$ cat config.mk
export PLATFORM = sky130hd
export DESIGN_NAME = param_reg_bank_flat
export DESIGN_NICKNAME = d
export VERILOG_FILES = /design/src/rtl/param_reg_bank_if.sv /design/src/rtl/param_reg_bank.sv /design/src/flat_wrapper.sv
export SDC_FILE = /design/constraint.sdc
export NUM_CORES = 1
export LEC_CHECK = 0
export ABC_AREA = 0
export CORE_UTILIZATION = 50
export CTS_CLUSTER_SIZE = 10
export DETAILED_ROUTE_END_ITERATION = 10
export PLACE_DENSITY = 0.85
export SYNTH_ARGS = -nofsm -noshare
export SYNTH_HDL_FRONTEND = slang
export SYNTH_SLANG_ARGS = --single-unit
export TNS_END_PERCENT = 5
$ cat constraint.sdc
create_clock -name CLK -period 2.5 [get_ports CLK]
set_input_delay 0.5 -clock CLK [delete_from_list [all_inputs] [get_ports CLK]]
set_output_delay 0.5 -clock CLK [all_outputs]
set_load 0.03 [all_outputs]
$ cat src/rtl/param_reg_bank_if.sv
// ---------------------------------------------------------------------------
// param_reg_bank_if
// Register-access strobe bus between the AXI-Lite slave adapter (master side)
// and param_reg_bank (slave side).
//   reg_wr / reg_waddr / reg_wdata : single-cycle write strobe, byte address, data
//   reg_rd / reg_raddr             : single-cycle read strobe, byte address
//   reg_rdata / reg_rvalid         : registered read response, one cycle after reg_rd
// ---------------------------------------------------------------------------
interface param_reg_bank_if #(
    parameter int ADDR_W = 16
);
    logic              reg_wr;
    logic [ADDR_W-1:0] reg_waddr;
    logic [31:0]       reg_wdata;
    logic              reg_rd;
    logic [ADDR_W-1:0] reg_raddr;
    logic [31:0]       reg_rdata;
    logic              reg_rvalid;

    modport master (
        output reg_wr, reg_waddr, reg_wdata, reg_rd, reg_raddr,
        input  reg_rdata, reg_rvalid
    );

    modport slave (
        input  reg_wr, reg_waddr, reg_wdata, reg_rd, reg_raddr,
        output reg_rdata, reg_rvalid
    );
endinterface

$ cat src/rtl/param_reg_bank.sv
// ---------------------------------------------------------------------------
// param_reg_bank
// Control/status register bank for the DMA datapath: ID/DATE/CAPS, CTRL,
// edge-captured maskable W1C interrupt controller, MISC and tx_req command
// pulses, N_SCRATCH scratch registers and N_DBG debug status read ports.
//
// Ports:
//   CLK, RST       : clock, synchronous active-high reset
//   bus (slave)    : reg_wr/reg_waddr/reg_wdata, reg_rd/reg_raddr,
//                    reg_rdata/reg_rvalid (registered, 1-cycle latency)
//   irq_src        : level interrupt sources (synchronous to CLK)
//   dbg_state      : packed debug words, word j at [32j+31:32j]
//   misc_set_flag  : one-cycle pulse after a MISC write
//   misc_set_data  : data of the last MISC write
//   tx_req         : one-cycle pulse after a CTRL write with bit1 set
//   irq_out        : registered level interrupt
//
// Build option: define PARAM_REG_IRQ_HOLDOFF_EN to enable CTRL[31:16] as an
// irq_out holdoff length (irq_out held low H extra cycles after it falls).
// ---------------------------------------------------------------------------
module param_reg_bank #(
    parameter int          ADDR_W    = 16,
    parameter int          N_SCRATCH = 4,
    parameter int          N_DBG     = 2,
    parameter int          N_IRQ     = 8,
    parameter logic [31:0] IP_ID     = 32'hEB9055AA,
    parameter logic [31:0] IP_DATE   = 32'h20190301
) (
    input  logic                 CLK,
    input  logic                 RST,
    param_reg_bank_if.slave      bus,
    input  logic [N_IRQ-1:0]     irq_src,
    input  logic [32*N_DBG-1:0]  dbg_state,
    output logic                 misc_set_flag,
    output logic [31:0]          misc_set_data,
    output logic                 tx_req,
    output logic                 irq_out
);
    localparam logic [ADDR_W-1:0] A_ID     = ADDR_W'(32'h00);
    localparam logic [ADDR_W-1:0] A_DATE   = ADDR_W'(32'h04);
    localparam logic [ADDR_W-1:0] A_CAPS   = ADDR_W'(32'h08);
    localparam logic [ADDR_W-1:0] A_CTRL   = ADDR_W'(32'h0C);
    localparam logic [ADDR_W-1:0] A_STATUS = ADDR_W'(32'h10);
    localparam logic [ADDR_W-1:0] A_MASK   = ADDR_W'(32'h14);
    localparam logic [ADDR_W-1:0] A_FORCE  = ADDR_W'(32'h18);
    localparam logic [ADDR_W-1:0] A_MISC   = ADDR_W'(32'h1C);

    localparam logic [31:0] CAPS_VAL = {8'(N_IRQ), 8'(N_DBG), 8'(N_SCRATCH), 8'h02};

    logic              ctrl_en_reg;
    logic [N_IRQ-1:0]  mask_reg;
    logic [N_IRQ-1:0]  status_reg;
    logic [N_IRQ-1:0]  status_next;
    logic [N_IRQ-1:0]  src_hist_reg;
    logic [N_IRQ-1:0]  irq_set;
    logic [N_IRQ-1:0]  irq_clr;
    logic              irq_raw;
    logic              irq_out_reg;
    logic              misc_flag_reg;
    logic [31:0]       misc_data_reg;
    logic              tx_req_reg;
    logic [31:0]       rdata_reg;
    logic              rvalid_reg;
    logic [31:0]       rd_word;

    logic [32*N_SCRATCH-1:0] scratch_flat;
    logic [N_SCRATCH-1:0]    scratch_hit;

    logic wr_ctrl, wr_status, wr_mask, wr_force, wr_misc;

    assign wr_ctrl   = bus.reg_wr && (bus.reg_waddr == A_CTRL);
    assign wr_status = bus.reg_wr && (bus.reg_waddr == A_STATUS);
    assign wr_mask   = bus.reg_wr && (bus.reg_waddr == A_MASK);
    assign wr_force  = bus.reg_wr && (bus.reg_waddr == A_FORCE);
    assign wr_misc   = bus.reg_wr && (bus.reg_waddr == A_MISC);

`ifdef PARAM_REG_IRQ_HOLDOFF_EN
    logic [15:0] holdoff_reg;
    logic [15:0] hold_cnt_reg;
`endif

    // Scratch registers: one storage word per entry plus its read-address hit.
    genvar gi;
    generate
        for (gi = 0; gi < N_SCRATCH; gi++) begin : g_scratch
            logic [31:0] word_reg;
            always_ff @(posedge CLK) begin
                if (RST) begin
                    word_reg <= '0;
                end else if (bus.reg_wr && bus.reg_waddr == ADDR_W'(32'h20 + 4 * gi)) begin
                    word_reg <= bus.reg_wdata;
                end
            end
            assign scratch_flat[32*gi +: 32] = word_reg;
            assign scratch_hit[gi] = (bus.reg_raddr == ADDR_W'(32'h20 + 4 * gi));
        end
    endgenerate

    // Interrupt status: edge and force set, W1C clears; set wins on a tie
    // because the OR is applied after the clear.
    always_comb begin
        irq_set     = (irq_src & ~src_hist_reg)
                    | (wr_force  ? bus.reg_wdata[N_IRQ-1:0] : '0);
        irq_clr     = wr_status ? bus.reg_wdata[N_IRQ-1:0] : '0;
        status_next = (status_reg & ~irq_clr) | irq_set;
        irq_raw     = ctrl_en_reg && |(status_reg & mask_reg);
    end

    // Read decode works on current register contents, so a same-cycle write
    // is not visible to the read.
    always_comb begin
        rd_word = '0;
        case (bus.reg_raddr)
            A_ID:     rd_word = IP_ID;
            A_DATE:   rd_word = IP_DATE;
            A_CAPS:   rd_word = CAPS_VAL;
`ifdef PARAM_REG_IRQ_HOLDOFF_EN
            A_CTRL:   rd_word = {holdoff_reg, 15'd0, ctrl_en_reg};
`else
            A_CTRL:   rd_word = {31'd0, ctrl_en_reg};
`endif
            A_STATUS: rd_word = 32'(status_reg);
            A_MASK:   rd_word = 32'(mask_reg);
            A_MISC:   rd_word = misc_data_reg;
            default:  rd_word = '0;
        endcase
        for (int i = 0; i < N_SCRATCH; i++) begin
            if (scratch_hit[i]) rd_word = scratch_flat[32*i +: 32];
        end
        for (int j = 0; j < N_DBG; j++) begin
            if (bus.reg_raddr == ADDR_W'(32'h80 + 32'(4 * j))) rd_word = dbg_state[32*j +: 32];
        end
    end

    always_ff @(posedge CLK) begin
        if (RST) begin
            ctrl_en_reg   <= 1'b0;
            mask_reg      <= '0;
            status_reg    <= '0;
            src_hist_reg  <= '0;
            misc_flag_reg <= 1'b0;
            misc_data_reg <= '0;
            tx_req_reg    <= 1'b0;
            rdata_reg     <= '0;
            rvalid_reg    <= 1'b0;
        end else begin
            rvalid_reg    <= bus.reg_rd;
            rdata_reg     <= bus.reg_rd ? rd_word : 32'd0;
            misc_flag_reg <= wr_misc;
            tx_req_reg    <= wr_ctrl && bus.reg_wdata[1];
            status_reg    <= status_next;
            src_hist_reg  <= irq_src;
            if (wr_misc) misc_data_reg <= bus.reg_wdata;
            if (wr_ctrl) ctrl_en_reg   <= bus.reg_wdata[0];
            if (wr_mask) mask_reg      <= bus.reg_wdata[N_IRQ-1:0];
        end
    end

`ifdef PARAM_REG_IRQ_HOLDOFF_EN
    // The counter loads only on a falling irq_out with the counter idle, so a
    // CTRL write during holdoff never restarts the running count.
    always_ff @(posedge CLK) begin
        if (RST) begin
            holdoff_reg  <= '0;
            hold_cnt_reg <= '0;
            irq_out_reg  <= 1'b0;
        end else begin
            if (wr_ctrl) holdoff_reg <= bus.reg_wdata[31:16];
            if (hold_cnt_reg != 16'd0) begin
                irq_out_reg  <= 1'b0;
                hold_cnt_reg <= hold_cnt_reg - 16'd1;
            end else begin
                irq_out_reg <= irq_raw;
                if (irq_out_reg && !irq_raw) hold_cnt_reg <= holdoff_reg;
            end
        end
    end
`else
    always_ff @(posedge CLK) begin
        if (RST) begin
            irq_out_reg <= 1'b0;
        end else begin
            irq_out_reg <= irq_raw;
        end
    end
`endif

    assign bus.reg_rdata  = rdata_reg;
    assign bus.reg_rvalid = rvalid_reg;
    assign misc_set_flag  = misc_flag_reg;
    assign misc_set_data  = misc_data_reg;
    assign tx_req         = tx_req_reg;
    assign irq_out        = irq_out_reg;

endmodule

$ cat src/flat_wrapper.sv
// flat-port wrapper written by rule: the top's interface ports become plain ports
module param_reg_bank_flat 
#(
    parameter int          ADDR_W    = 16,
    parameter int          N_SCRATCH = 4,
    parameter int          N_DBG     = 2,
    parameter int          N_IRQ     = 8,
    parameter logic [31:0] IP_ID     = 32'hEB9055AA,
    parameter logic [31:0] IP_DATE   = 32'h20190301
)
  (CLK, RST, irq_src, dbg_state, misc_set_flag, misc_set_data, tx_req, irq_out, bus_reg_wr, bus_reg_waddr, bus_reg_wdata, bus_reg_rd, bus_reg_raddr, bus_reg_rdata, bus_reg_rvalid);
  param_reg_bank_if #(.ADDR_W(ADDR_W)) bus_i ();
  input  logic CLK;
  input  logic RST;
  input  logic [N_IRQ-1:0] irq_src;
  input  logic [32*N_DBG-1:0] dbg_state;
  output logic misc_set_flag;
  output logic [31:0] misc_set_data;
  output logic tx_req;
  output logic irq_out;
  input wire logic [$bits(bus_i.reg_wr)-1:0] bus_reg_wr;
  input wire logic [$bits(bus_i.reg_waddr)-1:0] bus_reg_waddr;
  input wire logic [$bits(bus_i.reg_wdata)-1:0] bus_reg_wdata;
  input wire logic [$bits(bus_i.reg_rd)-1:0] bus_reg_rd;
  input wire logic [$bits(bus_i.reg_raddr)-1:0] bus_reg_raddr;
  output wire logic [$bits(bus_i.reg_rdata)-1:0] bus_reg_rdata;
  output wire logic [$bits(bus_i.reg_rvalid)-1:0] bus_reg_rvalid;
  assign bus_i.reg_wr = bus_reg_wr;
  assign bus_i.reg_waddr = bus_reg_waddr;
  assign bus_i.reg_wdata = bus_reg_wdata;
  assign bus_i.reg_rd = bus_reg_rd;
  assign bus_i.reg_raddr = bus_reg_raddr;
  assign bus_reg_rdata = bus_i.reg_rdata;
  assign bus_reg_rvalid = bus_i.reg_rvalid;
  param_reg_bank #(.ADDR_W(ADDR_W), .N_SCRATCH(N_SCRATCH), .N_DBG(N_DBG), .N_IRQ(N_IRQ), .IP_ID(IP_ID), .IP_DATE(IP_DATE)) u_core (.CLK(CLK), .RST(RST), .bus(bus_i), .irq_src(irq_src), .dbg_state(dbg_state), .misc_set_flag(misc_set_flag), .misc_set_data(misc_set_data), .tx_req(tx_req), .irq_out(irq_out));
endmodule
* Yosys cells after proc, flatten, opt, wreduce, memory -nomap -nowiden
Cells that the tools add are included.
Storage, ports and cells: output and inout port bits 68, logic and storage cells 66, flip-flop bits (word level) 221, bits of input ports 140
Operators by class: bitwise operators 8, multiplexer cells 9, reduce and logical (&&, ||, !) cells 14, equality and inequality tests 21
Operators by type and width (number):
- 32-bit one-hot mux with 7 select lines | 1
- 32-bit 2-to-1 mux | 6
- 16-bit by 6-bit == test with 1-bit output (second input constant) | 8
- 16-bit by 5-bit == test with 1-bit output (second input constant) | 7
- 16-bit by 4-bit == test with 1-bit output (second input constant) | 3
- 16-bit by 8-bit == test with 1-bit output (second input constant) | 2
- 8-bit bitwise AND | 3
- 16-bit by 3-bit == test with 1-bit output (second input constant) | 1
- 16-bit logical NOT | 1
- 8-bit 2-to-1 mux | 2
- 8-bit inverter | 2
- 8-bit OR | 2
- 1-bit logical AND | 11
- 8-bit OR reduction | 1
- 2-bit OR reduction | 1
- 1-bit inverter | 1

* Depth between registers and ports, before layout
Gate-level depths: netlist of run 1.
depth after elaboration 8, gate-level depth with buffers 8, mapped depth without buffers 5

* Least setup slack after synthesis of run 1
No wires, ideal clock.
kind input -> register, start point input bus_reg_raddr[13], end point register u_core.rdata_reg[2] (netlist: u_core.bus.reg_rdata[2]), buffers on the path 2, stages 7, setup time 0.134 ns, slack 0.372 ns, data arrival time 1.994 ns, required time 2.366 ns, cells stage by stage or4_1 > buf_4 > nor4_4 > buf_6 > nand3_1 > o21ai_1 > a31oi_1
Between the ends: word-level cells in the longest chain between the ends 8, elaborated cells between the ends (all ways) 20, classes of those cells 12 x eq/ne; 7 x mux; 1 x reduce/logical
Ends and longest elaborated chain:
- start, declared | RTL line flat_wrapper.sv:25 | input wire logic [$bits(bus_i.reg_raddr)-1:0] bus_reg_raddr;
- 16-bit by 5-bit == test with 1-bit output (tied with other cells) | RTL line param_reg_bank.sv:113 | case (bus.reg_raddr)
- 32-bit one-hot mux with 7 select lines | RTL line param_reg_bank.sv:113
- 32-bit 2-to-1 mux (4 in a row) | RTL line param_reg_bank.sv:128 | if (scratch_hit[i]) rd_word = scratch_flat[32*i +: 32];
- 32-bit 2-to-1 mux | RTL line param_reg_bank.sv:131 | if (bus.reg_raddr == ADDR_W'(32'h80 + 32'(4 * j))) rd_word = dbg_state[32*j +: 32];
- 32-bit 2-to-1 mux * | RTL line param_reg_bank.sv:131
- end signal, assigned | RTL line param_reg_bank.sv:148 | rdata_reg <= bus.reg_rd ? rd_word : 32'd0;
- end, declared | RTL line param_reg_bank.sv:62 | logic [31:0] rdata_reg;
Every way passes the cells marked *; elsewhere a longest branch is shown, timed or not. A chain may end at the register's enable or synchronous reset.

* Worst setup path in the final report of run 1
start point register u_core.misc_data_reg[27] (netlist: u_core.misc_set_data[27]), end point output misc_set_data[27]
RTL lines:
- start, declared | RTL line param_reg_bank.sv:60 | logic [31:0] misc_data_reg;
- start signal, assigned | RTL line param_reg_bank.sv:153 | if (wr_misc) misc_data_reg <= bus.reg_wdata;
- end, declared | RTL line flat_wrapper.sv:18 | output logic [31:0] misc_set_data;
No word-level cell between the ends.

==> impl_metrics.py, run 1 <==
metrics = {
    "yosys": {
        "synth.cells.most_frequent": "sky130_fd_sc_hd__nand2_1, sky130_fd_sc_hd__a21oi_1, sky130_fd_sc_hd__dfxtp_1",
        "register_bit_count_reported_by_yosys": 221,
        "ys_warn_count": 0,
        "synth_edf_count": 0,
        "synth.top_cells.by_area": "sky130_fd_sc_hd__dfxtp_1, sky130_fd_sc_hd__a21oi_1, sky130_fd_sc_hd__nand2_1, sky130_fd_sc_hd__mux2i_1, sky130_fd_sc_hd__clkbuf_1",
        "post_synth_inst_count": 1339,
        "synth_top_flop_cell": "sky130_fd_sc_hd__dfxtp_1",
        "syn-cell-area_um2": 10550,
        "synth.net_count": 1479,
        "synth-seq-area-share_pct": 41.93,
        "dominant_cell_type_by_area_after_synthesis": "sky130_fd_sc_hd__dfxtp_1",
        "synth_most_common_cell": "sky130_fd_sc_hd__nand2_1",
        "netlist-cell-type-count": 65,
        "post_synth.cell_area_avg_um2": 7.881,
        "netlist.area_leader.share_pct": 41.93,
        "async_reset_ff_share_pct": 0,
    },
    "critical_path": {
        "critical_path.max_stage_delay_ns": 0.73,
        "crit_path_end_kind": "output port",
        "criticalPathCategory": "reg2out",
        "critical_path.slowest_cell": "sky130_fd_sc_hd__clkdlybuf4s50_1",
        "timing.critical_path.fanout_max": 3,
        "cp_cell_sequence": "clkdlybuf4s50_1",
        "setup.worst_path.start_class": "flip-flop",
        "arrival_ns": 1.74,
        "timing.critical_path.required_ns": 2.00,
        "critPathTopFamily": "buffers and inverters",
        "path_buf_inv": 1,
    },
    "detailed_routing": {
        "drt-pass1-iter-count": 8,
        "residual_drc_count": 0,
        "maxUsedRoutingLayer": "met4",
        "route.met3.wl_mm": 4.836,
        "avgViaCountPerCell": 6.176,
        "wl_met1_mm": 16.80,
        "routed_wl_mm": 39.39,
        "avgRoutedWirePerCell_um": 21.41,
        "drt_first_iter_violations": 1427,
        "postRouteAntennaNets": 0,
        "route.met2.wl_mm": 17.11,
        "total_via_count_in_the_routed_design": 11363,
    },
    "sta": {
        "max_slew.worst_pin.slew_ns": 0.8229,
        "grt_setup_unrepaired": "no",
        "setup-tns-final_ns": 0,
        "timing.final.crit_period_ns": 2.245,
        "timing_hold_violations_final": 0,
        "min_period_over_period_pct": 89.80,
        "clock_skew_ns": 0.02596,
        "max_slew_margin_pct": 45.14,
        "hold_ws_ns": 0.4545,
        "slew_viol_final": 0,
        "fmaxAchievable_mhz": 445.4,
        "setup_viol": 0,
    },
    "placement": {
        "gp_congestion": 0.9878,
        "detailed_place_hpwl_mm": 27.70,
        "post-place-cells": 1807,
        "place.port_buffers": 207,
    },
    "clock_network": {
        "holdBufCountCts": 0,
        "ctsRootBufferMaster": "sky130_fd_sc_hd__clkbuf_16",
        "cts_sinks": 221,
        "clkSlewWorstSetupHoldPaths_ns": 0.05,
        "tritoncts": "done",
        "cts_setup_buffers": 0,
        "cts_buffer_depth": 3,
        "cts_resized": 0,
        "cts-htree-levels": 1,
        "cts_buffers": 26,
        "clock_latency_ns": 0.54,
    },
    "floorplanning": {
        "floorplan.initialDensity_pct": 51.65,
        "die_h_um": 147.3,
        "die_area_um2": 21690,
        "boundary_pin_count": 208,
        "rows": 52,
        "core_area_um2": 20430,
        "die_width_um": 147.3,
    },
    "run": {
        "maxCapViolations": 0,
    },
    "grt": {
        "grt_remaining_overflow": 0,
        "antenna_found_initial": 2,
        "gr_util_all_layers_pct": 36.17,
        "grt_first_pass_wirelength_mm": 61.51,
        "grt_pass1_vias": 10837,
        "grt_max_degree": 189,
    },
    "pwr": {
        "power.static_leakage_uw": 0.004978,
        "power.density_nw_per_um2": 524.7,
        "power.ir.vdd_worst_v": 0.0004877,
    },
    "cells_and_area": {
        "syn_to_layout_area_delta_pct": 35.13,
        "finish.cell_count_without_fillers": 1840,
        "finish.utilization_pct": 69.80,
        "post_route_cells_drive_above_1_share_pct": 11.98,
        "filler_cell_count": 1672,
        "final_net_count": 1705,
        "number_of_flip_flops_under_the_largest_register_name": 128,
    },
    "run_status": {
        "outcome": "completed",
    },
    "worst_hold_path": {
        "hold_path_class": "reg2reg",
    },
}
## cell families after synthesis
| group | Yosys count | synth area share (%) |
|---|---|---|
| buf+inv | 148 | 5.940 |
| mux | 50 | 4.766 |
| compound gates | 421 | 24.03 |
| flops | 221 | 41.93 |
| simple gates | 498 | 23.25 |
| xor+xnor | 1 | 0.08301 |
## where the power goes
group / leakage, uW / switching, uW / internal [uW] / total [uW]
registers: 0.00178 / 13.0 / 3540 / 3550
logic: 0.00286 / 351 / 328 / 678
clock network: 0.000339 / 1400 / 1850 / 3250
## cell usage in the layout, fill, tap and decap left out, drive strengths merged, types with 17 or more instances in the layout
cell / instances
nand3: 28
nand2: 295
mux2i: 48
o22ai: 25
buf: 117
a21oi: 230
nor2: 57
dfxtp: 221
inv: 25
o21ai: 59
clkdlybuf4s50: 204
clkbuf: 29
a22oi: 17
## cell type report
cell class                 count  area [um2]  share of cell area (%)
multi-input combinational    970        5523                   38.73
sequential                   221        4424                   31.03
timing repair buffer         321        3191                   22.37
clock buffer                  29       661.9                   4.642
tap                          270       337.8                   2.369
inverter                      25       93.84                  0.6581
clock inverter                 3       26.28                  0.1843
antenna                        1       2.502                 0.01755
## through the flow
| stage | power (uW) | area (um2) | setup WS, ns |
|---|---|---|---|
| 3_3_place_gp | 4285 | 13570 | -0.2000 |
| 6_report | 7482 | 14260 | 0.2550 |
| 3_5_place_dp | 4287 | 13570 | -0.2573 |
| 2_1_floorplan | 3864 | 10550 | 0.3722 |
| 4_1_cts | 7487 | 14260 | 0.2742 |
| 5_1_grt | 7691 | 14260 | 0.1878 |
## final timing paths
check	startpoint	to	slack, ns	depth (start not counted)
max	u_core.misc_set_data[27]	misc_set_data[27]	0.26	1
min	u_core.g_scratch[3].word_reg[6]	u_core.g_scratch[3].word_reg[6]	0.45	2
max reg2reg	u_core.g_scratch[0].word_reg[12]	u_core.bus.reg_rdata[12]	0.76	5
min reg2reg	u_core.g_scratch[3].word_reg[6]	u_core.g_scratch[3].word_reg[6]	0.45	2
## per-layer routing
layer | vias up | global-route usage (%)
li1 | 5167 | -
met1 | 5403 | 52.09
met2 | 739 | 54.67
met3 | 54 | 7.981
met4 | 0 | 8.660
met5 | - | 0
## worst min-delay path: stages, from the launching register on
cell and delay (ns):
sky130_fd_sc_hd__dfxtp_1 0.31, sky130_fd_sc_hd__nand2_1 0.05, sky130_fd_sc_hd__a21oi_1 0.05
No activity file was read; power rests on OpenSTA's default activity.
==> inputs of run 2 (changes only) <==
--- a/config.mk
+++ b/config.mk
@@ -6,6 +6,7 @@
 export NUM_CORES = 1
 export LEC_CHECK = 0
 export ABC_AREA = 0
+export CORE_ASPECT_RATIO = 0.7
 export CORE_UTILIZATION = 50
 export CTS_CLUSTER_SIZE = 10
 export DETAILED_ROUTE_END_ITERATION = 10
==> impl_metrics.py, run 2 (synthesis gave the netlist of run 1 again) <==
metrics = {
    "run_status": {
        "outcome": "completed",
    },
    "clock_network": {
        "cts_buffers": 26,
        "tritoncts": "done",
        "clkSlewWorstSetupHoldPaths_ns": 0.05,
        "holdBufCountCts": 0,
        "cts-htree-levels": 1,
        "clock_latency_ns": 0.55,
        "cts_setup_buffers": 0,
        "cts_resized": 0,
        "cts_sinks": 221,
        "cts_buffer_depth": 3,
        "ctsRootBufferMaster": "sky130_fd_sc_hd__clkbuf_16",
    },
    "critical_path": {
        "crit_path_end_kind": "flip-flop",
        "path_buf_inv": 3,
        "cp_num_cells": 8,
        "critical_path.max_stage_delay_ns": 0.54,
        "timing.critical_path.fanout_max": 15,
        "criticalPathCategory": "in2reg",
        "critPathTopFamily": "simple AND/OR/NAND/NOR gates",
        "arrival_ns": 2.78,
        "timing.critical_path.required_ns": 2.98,
        "setup.worst_path.start_class": "input pin",
        "critical_path.slowest_cell": "sky130_fd_sc_hd__or4_1",
        "cp_cell_sequence": "clkdlybuf4s50_1 -> or4_1 -> buf_4 -> nor4_4 -> buf_12 -> and2_1 -> o21ai_1 -> a21oi_2",
        "rr_worst_depth": 5,
    },
    "pwr": {
        "power.density_nw_per_um2": 528.7,
        "power.ir.vdd_worst_v": 0.0004853,
        "post_layout_total_power_uw": 7598,
        "power.static_leakage_uw": 0.005042,
    },
    "sta": {
        "timing.final.crit_period_ns": 2.309,
        "setup_viol": 0,
        "fmaxAchievable_mhz": 433.2,
        "min_period_over_period_pct": 92.34,
        "max_slew.worst_pin.slew_ns": 0.6310,
        "max_slew_margin_pct": 56.85,
        "slew_viol_final": 0,
        "timing_hold_violations_final": 0,
        "grt_setup_unrepaired": "no",
        "clock_skew_ns": 0.01096,
    },
    "detailed_routing": {
        "postRouteAntennaNets": 0,
        "avgViaCountPerCell": 6.178,
        "drt-pass1-iter-count": 7,
        "residual_drc_count": 0,
        "avgRoutedWirePerCell_um": 22.87,
        "drt_first_iter_violations": 1676,
        "routed_wl_mm": 42.46,
        "total_via_count_in_the_routed_design": 11473,
    },
    "cells_and_area": {
        "syn_to_layout_area_delta_pct": 36.19,
        "finish.cell_count_without_fillers": 1857,
        "layout.cells.most_common": "sky130_fd_sc_hd__nand2_1",
        "number_of_flip_flops_under_the_largest_register_name": 128,
        "post_route_cells_drive_above_1_share_pct": 12.72,
        "commonest_cells_after_routing_fill_and_taps_aside": "sky130_fd_sc_hd__nand2_1, sky130_fd_sc_hd__a21oi_1, sky130_fd_sc_hd__dfxtp_1",
        "final_net_count": 1718,
    },
    "grt": {
        "antenna_found_initial": 1,
        "grt_first_pass_wirelength_mm": 61.84,
        "gr_util_all_layers_pct": 37.86,
        "grt_max_degree": 132,
        "grt_pass1_vias": 10251,
        "grt_remaining_overflow": 0,
    },
    "placement": {
        "gp_congestion": 1.032,
        "detailed_place_hpwl_mm": 29.89,
        "post-place-cells": 1826,
        "place.port_buffers": 207,
    },
    "floorplanning": {
        "die_h_um": 123.5,
        "floorplan.initialDensity_pct": 50.98,
        "rows": 44,
        "die_area_um2": 21700,
        "core_area_um2": 20700,
        "die_width_um": 175.6,
        "boundary_pin_count": 208,
    },
    "run": {
        "maxCapViolations": 0,
    },
    "worst_hold_path": {
        "hold_path_depth": 2,
        "hold_path_class": "reg2reg",
    },
}
run 2: changes by cell type in the layout (fill, tap and decap cells not counted):
cell                        delta
sky130_fd_sc_hd__clkinv_8      -1
sky130_fd_sc_hd__clkinv_2      -2
sky130_fd_sc_hd__clkinv_16     +1
sky130_fd_sc_hd__buf_12        -1
sky130_fd_sc_hd__clkbuf_1      -2
sky130_fd_sc_hd__clkbuf_8      +1
sky130_fd_sc_hd__buf_4        +14
sky130_fd_sc_hd__clkinv_4      +1
run 2: cell type report:
| type | instances | area [um2] |
|---|---|---|
| inverters | 25 | 93.84 |
| clock inverters | 2 | 38.79 |
| diodes | 1 | 2.502 |
| clock buffers | 28 | 668.1 |
| flip-flops and latches | 221 | 4424 |
| repair buffers | 334 | 3276 |
| fillers | 1664 | 6329 |
| multi-input cells | 970 | 5523 |
| well taps | 276 | 345.3 |
run 2: power by group:
part | internal [uW] | switching (uW)
Sequential | 3540 | 14.7
Clock | 1880 | 1450
Combinational | 331 | 378
Total | 5750 | 1850
run 2: final timing paths:
kind / startpoint / endpoint / slack (ns)
worst max register to register: u_core.g_scratch[0].word_reg[31] / u_core.bus.reg_rdata[31] / 0.77
worst max-delay path: bus_reg_raddr[13] / u_core.bus.reg_rdata[25] / 0.19
worst min register to register: u_core.g_scratch[3].word_reg[13] / u_core.g_scratch[3].word_reg[13] / 0.46
worst min-delay path: u_core.g_scratch[3].word_reg[13] / u_core.g_scratch[3].word_reg[13] / 0.46
run 2: layer usage:
layer	wire (um)	track usage, %	up-vias
li1	-	-	5187
met1	18030	54.88	5393
met2	16450	50.12	826
met3	7251	17.47	65
met4	680	7.065	2
met5	50	2.315	-
run 2: worst min-delay path, stage by stage (launching register included):
cell and delay, ns:
sky130_fd_sc_hd__dfxtp_1 0.31, sky130_fd_sc_hd__nand2_1 0.05, sky130_fd_sc_hd__a21oi_1 0.05
run 2: per-stage QoR:
step	instance area, um2	TNS, ns	util [%]	hold WS (ns)	setup WS [ns]
final	14370	0	69.43	0.4576	0.1914
after global routing	14370	0	69.41	0.4690	0.1098
after CTS	14370	0	69.41	0.4544	0.2522
after detailed placement	13660	-6.277	66.00	0.4463	-0.2805
after global placement	13660	-4.937	66.00	0.4412	-0.2606
after floorplan	10550	0	-	0.4216	0.3722
==> inputs of run 3 (changes only) <==
--- a/config.mk
+++ b/config.mk
@@ -7,10 +7,10 @@
 export LEC_CHECK = 0
 export ABC_AREA = 0
 export CORE_ASPECT_RATIO = 0.7
-export CORE_UTILIZATION = 50
+export CORE_UTILIZATION = 47
 export CTS_CLUSTER_SIZE = 10
 export DETAILED_ROUTE_END_ITERATION = 10
-export PLACE_DENSITY = 0.85
+export PLACE_DENSITY = 0.84
 export SYNTH_ARGS = -nofsm -noshare
 export SYNTH_HDL_FRONTEND = slang
 export SYNTH_SLANG_ARGS = --single-unit
==> constraint.sdc (replaced) <==
create_clock -name CLK -period 2.1 [get_ports CLK]
set_input_delay 0.42 -clock CLK [delete_from_list [all_inputs] [get_ports CLK]]
set_output_delay 0.42 -clock CLK [all_outputs]
set_load 0.03 [all_outputs]
==> impl_metrics.py, run 3 (synthesis gave the netlist of run 1 again) <==
metrics = {
    "run_status": {
        "outcome": "completed",
    },
    "clock_network": {
        "clkSlewWorstSetupHoldPaths_ns": 0.06,
        "holdBufCountCts": 0,
        "cts_buffer_depth": 3,
        "cts_sinks": 221,
        "clock_latency_ns": 0.54,
        "ctsRootBufferMaster": "sky130_fd_sc_hd__clkbuf_16",
        "cts-htree-levels": 1,
        "cts_buffers": 26,
        "tritoncts": "done",
    },
    "critical_path": {
        "setup.worst_path.start_class": "input pin",
        "critical_path.max_stage_delay_ns": 0.44,
        "critical_path.slowest_cell": "sky130_fd_sc_hd__clkdlybuf4s50_1",
        "timing.rr.start": "u_core.g_scratch[0].word_reg[19]",
        "worst_r2r_endpoint": "u_core.bus.reg_rdata[19]",
        "crit_path_end_kind": "flip-flop",
        "arrival_ns": 2.50,
        "timing.critical_path.fanout_max": 14,
        "rr_worst_depth": 5,
        "timing.critical_path.required_ns": 2.51,
        "cp_cell_sequence": "clkdlybuf4s50_1 -> or4_1 -> buf_6 -> nor4_4 -> buf_12 -> a221oi_1 -> buf_4 -> o21ai_1 -> a21oi_2",
        "register_to_register_setup_slack_ns": 0.36,
        "criticalPathCategory": "in2reg",
    },
    "sta": {
        "setup_viol": 0,
        "max_slew.worst_pin.slew_ns": 0.9217,
        "timing_hold_violations_final": 0,
        "clock_skew_ns": 0.01346,
        "timing.final.crit_period_ns": 2.092,
        "hold_ws_ns": 0.4553,
        "fmaxAchievable_mhz": 478.0,
        "setup-tns-final_ns": 0,
        "slew_viol_final": 0,
        "min_period_over_period_pct": 99.61,
        "max_slew_margin_pct": 38.55,
    },
    "grt": {
        "gr_util_all_layers_pct": 35.53,
        "met1_track_demand_over_resource_in_global_routing_pct": 52.20,
        "grt_first_pass_wirelength_mm": 63.36,
        "grt_remaining_overflow": 0,
        "grt-busiest-layer": "met1",
        "antenna_found_initial": 0,
        "grt_pass1_vias": 10782,
        "grt_max_degree": 189,
        "globalRouteMet3Util_pct": 12.03,
        "global_route_met2_usage_pct": 50.00,
    },
    "cells_and_area": {
        "final_area_um2": 14750,
        "commonest_cells_after_routing_fill_and_taps_aside": "sky130_fd_sc_hd__nand2_1, sky130_fd_sc_hd__a21oi_1, sky130_fd_sc_hd__dfxtp_1",
        "final_antenna_diode_count": 0,
        "final_net_count": 1749,
        "syn_to_layout_area_delta_pct": 39.76,
        "finish.utilization_pct": 67.51,
        "post_route_cells_drive_above_1_share_pct": 15.95,
        "number_of_flip_flops_under_the_largest_register_name": 128,
        "layout.cells.most_common": "sky130_fd_sc_hd__nand2_1",
    },
    "floorplanning": {
        "core_area_um2": 21850,
        "die_h_um": 127.4,
        "boundary_pin_count": 208,
        "rows": 45,
        "die_width_um": 181.1,
        "floorplan.initialDensity_pct": 48.30,
        "die_area_um2": 23070,
    },
    "pwr": {
        "swShare_pct": 24.06,
        "power.ir.vdd_worst_v": 0.0006001,
        "switching_power_uw": 2178,
        "post_layout_total_power_uw": 9052,
        "power.static_leakage_uw": 0.005301,
        "sequentialPowerShare_pct": 46.8,
        "internal-power_uw": 6874,
        "comb_power_share_pct": 9.5,
        "clock_power_share_pct": 43.7,
        "power.density_nw_per_um2": 613.8,
    },
    "placement": {
        "gp_congestion": 0.9630,
        "placement.cell_area_um2": 13850,
        "detailed_place_hpwl_mm": 29.44,
        "place.port_buffers": 207,
    },
    "detailed_routing": {
        "total_via_count_in_the_routed_design": 11501,
        "drt_first_iter_violations": 1737,
        "residual_drc_count": 0,
        "routed_wl_mm": 42.03,
        "avgViaCountPerCell": 6.076,
        "postRouteAntennaNets": 0,
        "drt-pass1-iter-count": 6,
        "avgRoutedWirePerCell_um": 22.20,
    },
    "worst_hold_path": {
        "hold_path_class": "reg2reg",
        "hold_path_depth": 2,
        "holdPathEnd": "u_core.g_scratch[1].word_reg[6]",
        "hold_start": "u_core.g_scratch[1].word_reg[6]",
    },
    "run": {
        "maxCapViolations": 0,
    },
}
## run 3: changes by cell type in the layout (fill, tap and decap cells not counted), sizes merged
cell           delta
buf              +31
clkbuf            +1
clkdlybuf4s50    -11
diode             -1
dlygate4sd2       +4
dlymetal6s2s      +6
## run 3: area by class of cell
class	instances	area, um2
Inverter	25	93.84
Clock inverter	2	38.79
Timing Repair Buffer	365	3553
Clock buffer	28	668.1
Tap cell	282	352.8
Fill cell	1830	7098
Sequential cell	221	4424
Multi-Input combinational cell	970	5617
## run 3: worst max path at each step
stage / from / to / slack [ns] / cells past startpoint
3_5_place_dp: bus_reg_raddr[6] / u_core.bus.reg_rdata[25] / -0.73 / 8
2_1_floorplan: bus_reg_raddr[13] / u_core.bus.reg_rdata[2] / 0.05 / 7
6_report: bus_reg_raddr[15] / u_core.bus.reg_rdata[31] / 0.008 / 9
5_1_grt: bus_reg_raddr[15] / u_core.bus.reg_rdata[10] / -0.005 / 9
4_1_cts: bus_reg_raddr[10] / u_core.bus.reg_rdata[10] / -0.02 / 8
3_3_place_gp: bus_reg_raddr[12] / u_core.bus.reg_rdata[25] / -0.73 / 8
## run 3: worst max-delay path: cells and delay by family
kind	cells	cell delay (ns)
AOI/OAI and AO/OA	3	0.38
buffers and inverters	4	0.94
and+or+nand+nor	2	0.73
## run 3: through the flow
stage | setup WS (ns) | std cells
floorplan | 0.05224 | 1339
global placement | -0.7268 | 1858
detailed placement | -0.7257 | 1858
CTS | -0.01645 | 1892
global route | -0.005494 | 1893
finish | 0.008121 | 1893
## run 3: power groups by stage
| stage | clock network [uW] | registers, uW | logic, uW |
|---|---|---|---|
| floorplan | 0 | 4320 | 283 |
| global route | 4150 | 4230 | 898 |
| finish | 3960 | 4230 | 858 |
| CTS | 3960 | 4230 | 832 |
| detailed placement | 0 | 4320 | 826 |
| global placement | 0 | 4320 | 823 |
## run 3: timing repair
action	4_1_cts	5_1_grt
cloned	1	0
resized for setup	20	33
endpoints found under the hold margin	0	0
setup endpoints to repair	22	29
pin swaps	4	11
buffers inserted	3	1
## run 3: routing by layer
layer	up-vias	wire [um]	part of all wire, %
li1	5248	-	-
met1	5409	18210	43
met2	776	16920	40
met3	68	6234	15
met4	0	674	1.6
met5	-	0	0
